<file path="config.mk">
export PLATFORM = sky130hd
export DESIGN_NAME = axis_spi_slave
export DESIGN_NICKNAME = d
export VERILOG_FILES = /design/src/rtl/axis_spi_slave_pkg.sv /design/src/rtl/axis_spi_slave_sync.sv /design/src/rtl/axis_spi_slave.sv
export SDC_FILE = /design/constraint.sdc
export NUM_CORES = 1
export LEC_CHECK = 0
export ABC_AREA = 1
export CAP_MARGIN = 5
export CORE_UTILIZATION = 45
export CTS_CLUSTER_DIAMETER = 80
export DETAILED_ROUTE_END_ITERATION = 16
export GPL_ROUTABILITY_DRIVEN = 0
export HOLD_SLACK_MARGIN = 0.08
export PLACE_DENSITY = 0.69
export SLEW_MARGIN = 10
export SYNTH_ARGS = -nofsm -noshare
export SYNTH_HDL_FRONTEND = slang
export SYNTH_SLANG_ARGS = --single-unit
</file>
<file path="constraint.sdc">
create_clock -name aclk -period 2.6 [get_ports aclk]
set_clock_uncertainty 0.1 [all_clocks]
set_input_delay 0.39 -clock aclk [delete_from_list [all_inputs] [get_ports aclk]]
set_output_delay 0.39 -clock aclk [all_outputs]
set_load 0.1 [all_outputs]
</file>
<file path="src/rtl/axis_spi_slave_pkg.sv">
// Shared constants and types for the AXI-Stream SPI slave (CPOL=0, CPHA=1,
// MSB first, 8-bit frames).
package axis_spi_slave_pkg;

  localparam int SPI_BITS = 8;
  localparam int CNT_W    = $clog2(SPI_BITS);

  localparam logic [SPI_BITS-1:0] DEFAULT_FILL_BYTE = 8'h00;

  // IDLE while slave select is high, ACTIVE while it is low.
  typedef enum logic {
    ST_IDLE   = 1'b0,
    ST_ACTIVE = 1'b1
  } spi_state_e;

endpackage

</file>
<file path="src/rtl/axis_spi_slave_sync.sv">
// Brings one asynchronous SPI pin into the aclk domain and flags its edges.
// The edge flags are combinational from the last synchronizer stage and the
// edge-detect register, so an edge acted upon at the next clock lands
// SYNC_STAGES+1 cycles after the pin moved.
module axis_spi_slave_sync #(
  parameter int   SYNC_STAGES = 2,
  parameter logic RST_VAL     = 1'b0
) (
  input  logic clk,
  input  logic rst_n,
  input  logic d_i,
  output logic level_o,
  output logic rise_o,
  output logic fall_o
);

  logic [SYNC_STAGES-1:0] sync_q, sync_d;
  logic                   prev_q, prev_d;

  // Shift the pin through the synchronizer; remember the last stage for edges.
  always_comb begin
    sync_d = {sync_q[SYNC_STAGES-2:0], d_i};
    prev_d = sync_q[SYNC_STAGES-1];
  end

  // Synchronizer and edge-detect registers; reset to the pin's idle level so
  // leaving reset never fabricates an edge.
  // NOTE: clocked state is written only with non-blocking assignments so every
  // flop samples the pre-edge value of its neighbours.
  always_ff @(posedge clk or negedge rst_n) begin
    if (!rst_n) begin
      sync_q <= {SYNC_STAGES{RST_VAL}};
      prev_q <= RST_VAL;
    end else begin
      sync_q <= sync_d;
      prev_q <= prev_d;
    end
  end

  assign level_o = sync_q[SYNC_STAGES-1];
  assign rise_o  =  level_o & ~prev_q;
  assign fall_o  = ~level_o &  prev_q;

endmodule

</file>
<file path="src/rtl/axis_spi_slave.sv">
// SPI slave core: receives MOSI bytes onto M_AXIS and transmits S_AXIS bytes
// on MISO. Mode 0/1 fixed to CPOL=0, CPHA=1: MISO changes on SCK rise, MOSI is
// captured on SCK fall. All pins are oversampled in the aclk domain.
module axis_spi_slave
  import axis_spi_slave_pkg::*;
#(
  parameter int                  SYNC_STAGES = 2,
  parameter logic [SPI_BITS-1:0] FILL_BYTE   = DEFAULT_FILL_BYTE
) (
  input  logic                aclk,
  input  logic                aresetn,
  input  logic                SS_I,
  input  logic                SCK_I,
  input  logic                IO0_I,
  output logic                IO1_O,
  output logic                IO1_T,
  input  logic [SPI_BITS-1:0] s_axis_tdata,
  input  logic                s_axis_tvalid,
  output logic                s_axis_tready,
  output logic [SPI_BITS-1:0] m_axis_tdata,
  output logic                m_axis_tvalid,
  input  logic                m_axis_tready,
  output logic                rx_overrun,
  output logic                tx_underrun
);

  logic ss_rise, ss_fall, ss_level_unused;
  logic sck_rise, sck_fall, sck_level_unused;
  logic mosi, mosi_rise_unused, mosi_fall_unused;

  axis_spi_slave_sync #(.SYNC_STAGES(SYNC_STAGES), .RST_VAL(1'b1)) u_sync_ss (
    .clk(aclk), .rst_n(aresetn), .d_i(SS_I),
    .level_o(ss_level_unused), .rise_o(ss_rise), .fall_o(ss_fall)
  );

  axis_spi_slave_sync #(.SYNC_STAGES(SYNC_STAGES), .RST_VAL(1'b0)) u_sync_sck (
    .clk(aclk), .rst_n(aresetn), .d_i(SCK_I),
    .level_o(sck_level_unused), .rise_o(sck_rise), .fall_o(sck_fall)
  );

  axis_spi_slave_sync #(.SYNC_STAGES(SYNC_STAGES), .RST_VAL(1'b0)) u_sync_mosi (
    .clk(aclk), .rst_n(aresetn), .d_i(IO0_I),
    .level_o(mosi), .rise_o(mosi_rise_unused), .fall_o(mosi_fall_unused)
  );

  spi_state_e          state_q, state_d;
  logic [CNT_W-1:0]    bit_cnt_q, bit_cnt_d;
  logic [SPI_BITS-1:0] tx_shift_q, tx_shift_d;
  logic [SPI_BITS-1:0] rx_shift_q, rx_shift_d;
  logic                miso_q, miso_d;
  logic                miso_t_q, miso_t_d;
  logic [SPI_BITS-1:0] m_tdata_q, m_tdata_d;
  logic                m_tvalid_q, m_tvalid_d;
  logic                load_pt, byte_done, underrun, overrun;

  // Next-state logic: frame tracking, shifting, byte hand-off and reloads.
  // NOTE: every *_d and strobe gets a default before any branch so no path
  // leaves it unassigned and no latch is inferred.
  always_comb begin
    state_d    = state_q;
    bit_cnt_d  = bit_cnt_q;
    tx_shift_d = tx_shift_q;
    rx_shift_d = rx_shift_q;
    miso_d     = miso_q;
    miso_t_d   = miso_t_q;
    m_tdata_d  = m_tdata_q;
    m_tvalid_d = m_tvalid_q;
    load_pt    = 1'b0;
    byte_done  = 1'b0;
    underrun   = 1'b0;
    overrun    = 1'b0;

    case (state_q)
      ST_IDLE: begin
        // SCK edges are ignored until the master selects us.
        if (ss_fall) begin
          state_d   = ST_ACTIVE;
          miso_t_d  = 1'b0;
          bit_cnt_d = '0;
          load_pt   = 1'b1;
        end
      end
      ST_ACTIVE: begin
        // Deselect has priority over a coincident SCK edge; partial bytes in
        // both directions are abandoned.
        if (ss_rise) begin
          state_d    = ST_IDLE;
          miso_t_d   = 1'b1;
          bit_cnt_d  = '0;
          rx_shift_d = '0;
        end else if (sck_rise) begin
          miso_d     = tx_shift_q[SPI_BITS-1];
          tx_shift_d = {tx_shift_q[SPI_BITS-2:0], 1'b0};
        end else if (sck_fall) begin
          rx_shift_d = {rx_shift_q[SPI_BITS-2:0], mosi};
          if (bit_cnt_q == CNT_W'(SPI_BITS - 1)) begin
            bit_cnt_d = '0;
            byte_done = 1'b1;
            load_pt   = 1'b1;
          end else begin
            bit_cnt_d = bit_cnt_q + CNT_W'(1);
          end
        end
      end
      default: state_d = ST_IDLE;
    endcase

    // Load point: the next tx byte is in place before the next SCK rise.
    if (load_pt) begin
      tx_shift_d = s_axis_tvalid ? s_axis_tdata : FILL_BYTE;
      underrun   = ~s_axis_tvalid;
    end

    // Hand the completed byte downstream unless the holding slot is still
    // owned by an unaccepted beat, in which case the new byte is dropped.
    if (byte_done) begin
      if (!m_tvalid_q || m_axis_tready) begin
        m_tdata_d  = rx_shift_d;
        m_tvalid_d = 1'b1;
      end else begin
        overrun = 1'b1;
      end
    end else if (m_tvalid_q && m_axis_tready) begin
      m_tvalid_d = 1'b0;
    end
  end

  // State and datapath registers.
  always_ff @(posedge aclk or negedge aresetn) begin
    if (!aresetn) begin
      state_q    <= ST_IDLE;
      bit_cnt_q  <= '0;
      tx_shift_q <= '0;
      rx_shift_q <= '0;
      miso_q     <= 1'b0;
      miso_t_q   <= 1'b1;
      m_tdata_q  <= '0;
      m_tvalid_q <= 1'b0;
    end else begin
      state_q    <= state_d;
      bit_cnt_q  <= bit_cnt_d;
      tx_shift_q <= tx_shift_d;
      rx_shift_q <= rx_shift_d;
      miso_q     <= miso_d;
      miso_t_q   <= miso_t_d;
      m_tdata_q  <= m_tdata_d;
      m_tvalid_q <= m_tvalid_d;
    end
  end

  assign IO1_O         = miso_q;
  assign IO1_T         = miso_t_q;
  assign s_axis_tready = load_pt;
  assign tx_underrun   = underrun;
  assign rx_overrun    = overrun;
  assign m_axis_tdata  = m_tdata_q;
  assign m_axis_tvalid = m_tvalid_q;

endmodule

</file>
==> results.cfg, run 1 <==
[timing]
worstMarginPinSlew_ns = 0.818
finalSetupViolations = 0
finalHoldWorstSlack_ns = 0.104
finalHoldViolCount = 0
slew_headroom = 0.455
fmax_mhz = 437
timing.final.max_slew_violations = 0
rsz0062_at_grt = false
min_period_ns = 2.29
min_period_over_period = 0.880

[power_and_ir_drop]
ir_worst_vdd_mv = 0.370
p_switching_uw = 504
clkPwrFrac = 0.254
p_sw_frac = 0.331
seqPwrFrac = 0.499
p_int_uw = 1020
p_leak_uw = 0.00116
finalPower_uw = 1520
power_density_nw_per_um2 = 712
p_comb_frac = 0.247

[clocking]
clkLatencyLatePin_ns = 0.28
cts_max_level = 2
cts_root_buf = clkbuf_8
cts_buffers = 5
clk_pin_slew_ns = 0.07
cts_tree = built
cts_setup_buffers = 0
numClockSinks = 39
cts_buffer_depth = 2
post_cts_resize_count = 0
hold_buffers = 0

[worst_setup_path]
r2r_slack_ns = 0.88
path_max_fanout = 13
worstPathRequired_ns = 2.11
endpoint_kind = primary output
worstSetupPathType = reg -> out
critPathArrivalTime_ns = 1.80
cp-start-kind = flip-flop

[yosys]
synthCells = 197
synth-xor-area-share = 0
ys_seq_area_frac = 0.567
synthMuxAreaShare = 0
synth_compound_area_frac = 0.0557
synth_fp_nets = 214
synthAdderAreaFrac = 0.0145
ys_ff_latch = 39
synth_edf_count = 0
synth_top_family_by_area = simple AND/OR/NAND/NOR gates
synth-simple-area-share = 0.289
yosys.area.top_type_share = 0.507
synth.distinct_cells = 23
syn_avg_cell_area_um2 = 8.78
ys.warnings.count = 0
mappedNetlistArea_um2 = 1730
async_reset_ff_frac = 1.00
yosysTopAreaCell = dfrtp_1
synthFlopType = dfrtp_1
synth.top_cells.by_area = dfrtp_1, nand2_1, dfstp_2

[route]
dr.pass1.iters = 4
wl_mm = 2.92
wire_per_inst_um = 10.5
drc = 0
ant_nets = 0
drt-initial-drc-count = 44
vias = 1299
routed_via_density = 4.67

[floorplan]
die_h_um = 64.0
io_pins = 29
rows = 22
core_um2 = 3660
initial_core_util = 0.472
fp.dieW_um = 64.0
dieArea_um2 = 4090

[cells_and_area]
nNetsFinal = 246
n_antenna_cell = 0
drive_above_1_share = 0.200
syn_to_final_growth_pct = 23.7

[grt]
global_route.usage.total = 0.169
grt_max_degree = 40
grt_first_pass_wirelength_mm = 5.31
grt_overflow = 0
first_global_vias = 1247
antenna_found_initial = 0

[status]
status = complete, no violations

[placed_design]
dp_hpwl_mm = 2.17
numPortBuffers = 28

[hold_path]
hold_class = in -> async

[job]
drv_cap = 0
-- cells by family after synthesis --
kind of cell / count (synthesis)
buf+inv: 31
simple gates: 111
fa+ha+maj: 2
flops: 39
compound gates: 14
-- placed cells by master, fill, tap and decap left out, types with 2 or more instances in the layout --
| master | count |
|---|---|
| nand2_1 | 83 |
| dfrtp_1 | 35 |
| inv_1 | 24 |
| clkdlybuf4s50_1 | 13 |
| buf_4 | 11 |
| nand3_1 | 10 |
| o21ai_0 | 8 |
| clkbuf_8 | 5 |
| dfstp_2 | 4 |
| nand4_1 | 4 |
| o21ai_2 | 4 |
| inv_2 | 3 |
| nand3_2 | 3 |
| nor2_1 | 3 |
| buf_12 | 3 |
| nor2_2 | 2 |
| nand2_4 | 2 |
| nand2_2 | 2 |
| ha_1 | 2 |
-- path summary, 6_finish.rpt --
kind,to,startpoint,cells after the start
max,s_axis_tready,u_sync_ss.prev_q,5
min reg2reg,u_sync_sck.sync_q[1],u_sync_sck.sync_q[0],0
min,tx_shift_q[7],aresetn,1
max reg2reg,tx_shift_q[5],bit_cnt_q[0],10
min in group aclk,u_sync_sck.sync_q[1],u_sync_sck.sync_q[0],0
max in group asynchronous,rx_shift_q[7],aresetn,1
-- cell type report --
type | count | area, um2
flip-flops and latches | 39 | 981
multi-input cells | 127 | 627
inverters | 28 | 108
clock inverters | 2 | 12.5
repair buffers | 28 | 278
clock buffers | 6 | 72.6
well taps | 48 | 60.1
fillers | 344 | 1520
-- sequential cells by signal (all words and copies together), names as in the netlist --
register,flops
m_axis_tdata,8
rx_shift_q,8
tx_shift_q,8
bit_cnt_q,3
u_sync_mosi.sync_q,2
u_sync_sck.sync_q,2
u_sync_ss.sync_q,2
IO1_O,1
IO1_T,1
m_axis_tvalid,1
state_q,1
u_sync_sck.prev_q,1
u_sync_ss.prev_q,1
-- per-layer routing --
metal | GRT usage | vias to the layer above | share of wire
met2 | 0.275 | 18 | 0.46
met5 | 0 | - | 0
li1 | - | 667 | -
met1 | 0.222 | 610 | 0.50
met4 | 0.0426 | 0 | 0.0082
met3 | 0.0482 | 4 | 0.032
-- cells in the mapped netlist, types with 2 or more instances --
cell type,count
nand2_1,83
ha_1,2
o21ai_0,8
dfrtp_1,35
nor2_1,4
inv_1,24
dfstp_2,4
nand2_4,2
nand3_2,3
nand3_1,10
inv_2,3
nand2_2,2
o21ai_2,4
nand4_1,4
-- power by group through the flow --
stage	sequential, uW	clock [uW]	combinational, uW
final	760	387	375
after global routing	774	424	427
after CTS	761	397	381
after detailed placement	770	0	382
after global placement	769	0	372
after floorplan	851	0	198
-- critical path, stage by stage, from the launching register on --
cell     delay [ns]
dfstp_2        0.54
inv_1          0.07
a21oi_4        0.28
nand2_4        0.20
nand2_2        0.22
buf_12         0.20
-- metrics by stage --
step	instance area, um2	worst slack (ns)	instances	utilization	setup TNS [ns]
2_1_floorplan	1740	-0.132	197	-	-0.132
3_3_place_gp	2050	0.541	270	0.561	0
3_5_place_dp	2050	0.501	270	0.561	0
4_1_cts	2140	0.292	278	0.584	0
5_1_grt	2140	0.161	278	0.584	0
6_report	2140	0.313	278	0.584	0
(Power assumes the default switching activity.)
==> run 2, diff against run 1 <==
ABC_AREA = not set   (was 1)
PLACE_DENSITY = 0.7   (was 0.69)
==> results.cfg, run 2 <==
[floorplan]
die_h_um = 62.6
io_pins = 29
initial_core_util = 0.484
dieArea_um2 = 3920
core_um2 = 3420
rows = 21
fp.dieW_um = 62.6

[yosys]
synth_edf_count = 0
ys.warnings.count = 0
mappedNetlistArea_um2 = 1650
synth.top_cells.by_area = dfrtp_1, dfstp_2, mux2_1
ys_seq_area_frac = 0.578
synth.distinct_cells = 35
syn_avg_cell_area_um2 = 12.2
ys_ff_latch = 38
yosysTopAreaCell = dfrtp_1
synth_commonest_cells = dfrtp_1, o21ai_0, nand3_1, mux2_1, nor2_1
yosys.area.top_type_share = 0.515
yosysMostFrequentCell = dfrtp_1
synthCells = 136
synthFlopType = dfrtp_1
synth_fp_nets = 153
async_reset_ff_frac = 1.00

[hold_path]
min_path_cells = 0
hold_class = reg -> reg

[timing]
rsz0062_at_grt = false
min_period_ns = 2.45
slew_headroom = 0.470
timing.final.max_slew_violations = 0
worstMarginPinSlew_ns = 0.795
min_period_over_period = 0.942
fmax_mhz = 408
finalSetupViolations = 0
setup_tns_ns = 0
finalHoldViolCount = 0
fin_ws_ns = 0.150

[power_and_ir_drop]
finalPower_uw = 1370
ir_worst_vdd_mv = 0.402
p_leak_uw = 0.000952
power_density_nw_per_um2 = 654

[cells_and_area]
nNetsFinal = 185
syn_to_final_growth_pct = 26.8
drive_above_1_share = 0.238
final_common_cell = dfrtp_1
final_cell_mix = dfrtp_1, clkdlybuf4s50_1, buf_4
fillCellCount = 281
n_antenna_cell = 0
final_cells = 214

[clocking]
clkLatencyLatePin_ns = 0.34
cts_setup_buffers = 0
cts_max_level = 2
numClockSinks = 38
cts_root_buf = clkbuf_4
cts_buffers = 5
hold_buffers = 1
post_cts_resize_count = 0
clk_pin_slew_ns = 0.10
cts_buffer_depth = 2
cts_tree = built

[route]
routed_via_density = 5.36
drc = 0
wl_mm = 3.07
vias = 1148
wire_per_inst_um = 14.3
dr.pass1.iters = 4
drt-initial-drc-count = 49
ant_nets = 0

[worst_setup_path]
endpoint_kind = primary output
path_max_fanout = 9
worstSetupPathType = reg -> out
cp-start-kind = flip-flop
critPathArrivalTime_ns = 1.96
worstPathRequired_ns = 2.11
reg2regPathDepth = 5

[grt]
grt_first_pass_wirelength_mm = 5.44
first_global_vias = 1130
antenna_found_initial = 0
global_route.usage.total = 0.180
grt_overflow = 0
grt_max_degree = 39

[placed_design]
dp_hpwl_mm = 2.26
dpl_worst_slack_ns = 0.523
numPortBuffers = 28
dp_cells = 206

[status]
status = complete, no violations

[job]
drv_cap = 0
## run 2: changes by cell type after synthesis, sizes merged, moves of 4 or more
| cell | before | now |
|---|---|---|
| nand2 | 87 | 3 |
| inv | 28 | 3 |
| mux2 | 0 | 9 |
| a22o | 0 | 7 |
| a2bb2oi | 0 | 7 |
| o21a | 0 | 7 |
| nand3 | 13 | 9 |
## run 2: final cells by class
class | instances | area [um2] | share of cell area
clock buffer | 6 | 51.3 | 0.0245
clock inverter | 1 | 30.0 | 0.0143
inverter | 3 | 11.3 | 0.00537
multi-input combinational | 89 | 687 | 0.328
sequential | 38 | 956 | 0.456
tap | 46 | 57.6 | 0.0275
timing repair buffer | 31 | 303 | 0.144
## run 2: stage by stage
step	instance area, um2	hold WS (ns)	utilization
finish	2100	0.258	0.614
global route	2100	0.267	0.614
CTS	2100	0.263	0.614
detailed placement	2000	0.239	0.587
global placement	2000	0.238	0.587
floorplan	1700	-0.00559	-
## run 2: kinds of logic (layout without fill, tap and decap cells)
group | Yosys count | count (layout) | synth area share
AOI/OAI and AO/OA | 43 | 43 | 0.194
DFF | 38 | 38 | 0.578
and+or+nand+nor | 35 | 35 | 0.120
muxes | 9 | 9 | 0.0613
buffers and inverters | 9 | 41 | 0.0318
adders and majority gates | 2 | 2 | 0.0151
## run 2: critical path: stages (launching register included)
cell and delay [ns]:
dfstp_2 0.59, or3b_1 0.53, o31ai_4 0.12, buf_4 0.20, buf_12 0.18
## run 2: per-layer routing
| metal | wire length, um | vias up | global-route usage |
|---|---|---|---|
| li1 | - | 559 | - |
| met1 | 1460 | 560 | 0.247 |
| met2 | 1430 | 24 | 0.270 |
| met3 | 151 | 5 | 0.0657 |
| met4 | 31 | 0 | 0.0436 |
| met5 | 0 | - | 0 |
## run 2: report_power, final
part / total, uW / internal [uW] / leakage (uW) / switching (uW)
registers: 695 / 653 / 0.000481 / 41.9
logic: 276 / 106 / 0.000427 / 170
clock network: 400 / 224 / 0.0000443 / 176
## run 2: path summary, 6_finish.rpt
path / start / to / slack, ns
max in group asynchronous: aresetn / m_axis_tdata[4] / 1.33
min reg2reg: u_sync_sck.sync_q[0] / u_sync_sck.sync_q[1] / 0.26
min in group asynchronous: aresetn / tx_shift_q[0] / 0.57
max reg2reg: u_sync_ss.prev_q / rx_shift_q[1] / 0.68
min: u_sync_sck.sync_q[0] / u_sync_sck.sync_q[1] / 0.26
max: u_sync_ss.prev_q / s_axis_tready / 0.15
==> run 3, diff against run 2 <==
ABC_AREA = 1   (was not set)
PLACE_DENSITY = 0.69   (was 0.7)
SKIP_LAST_GASP = 1   (was not set)
==> results of run 3 <==
The final DEF is identical to that of run 1; final timing and power are the same.
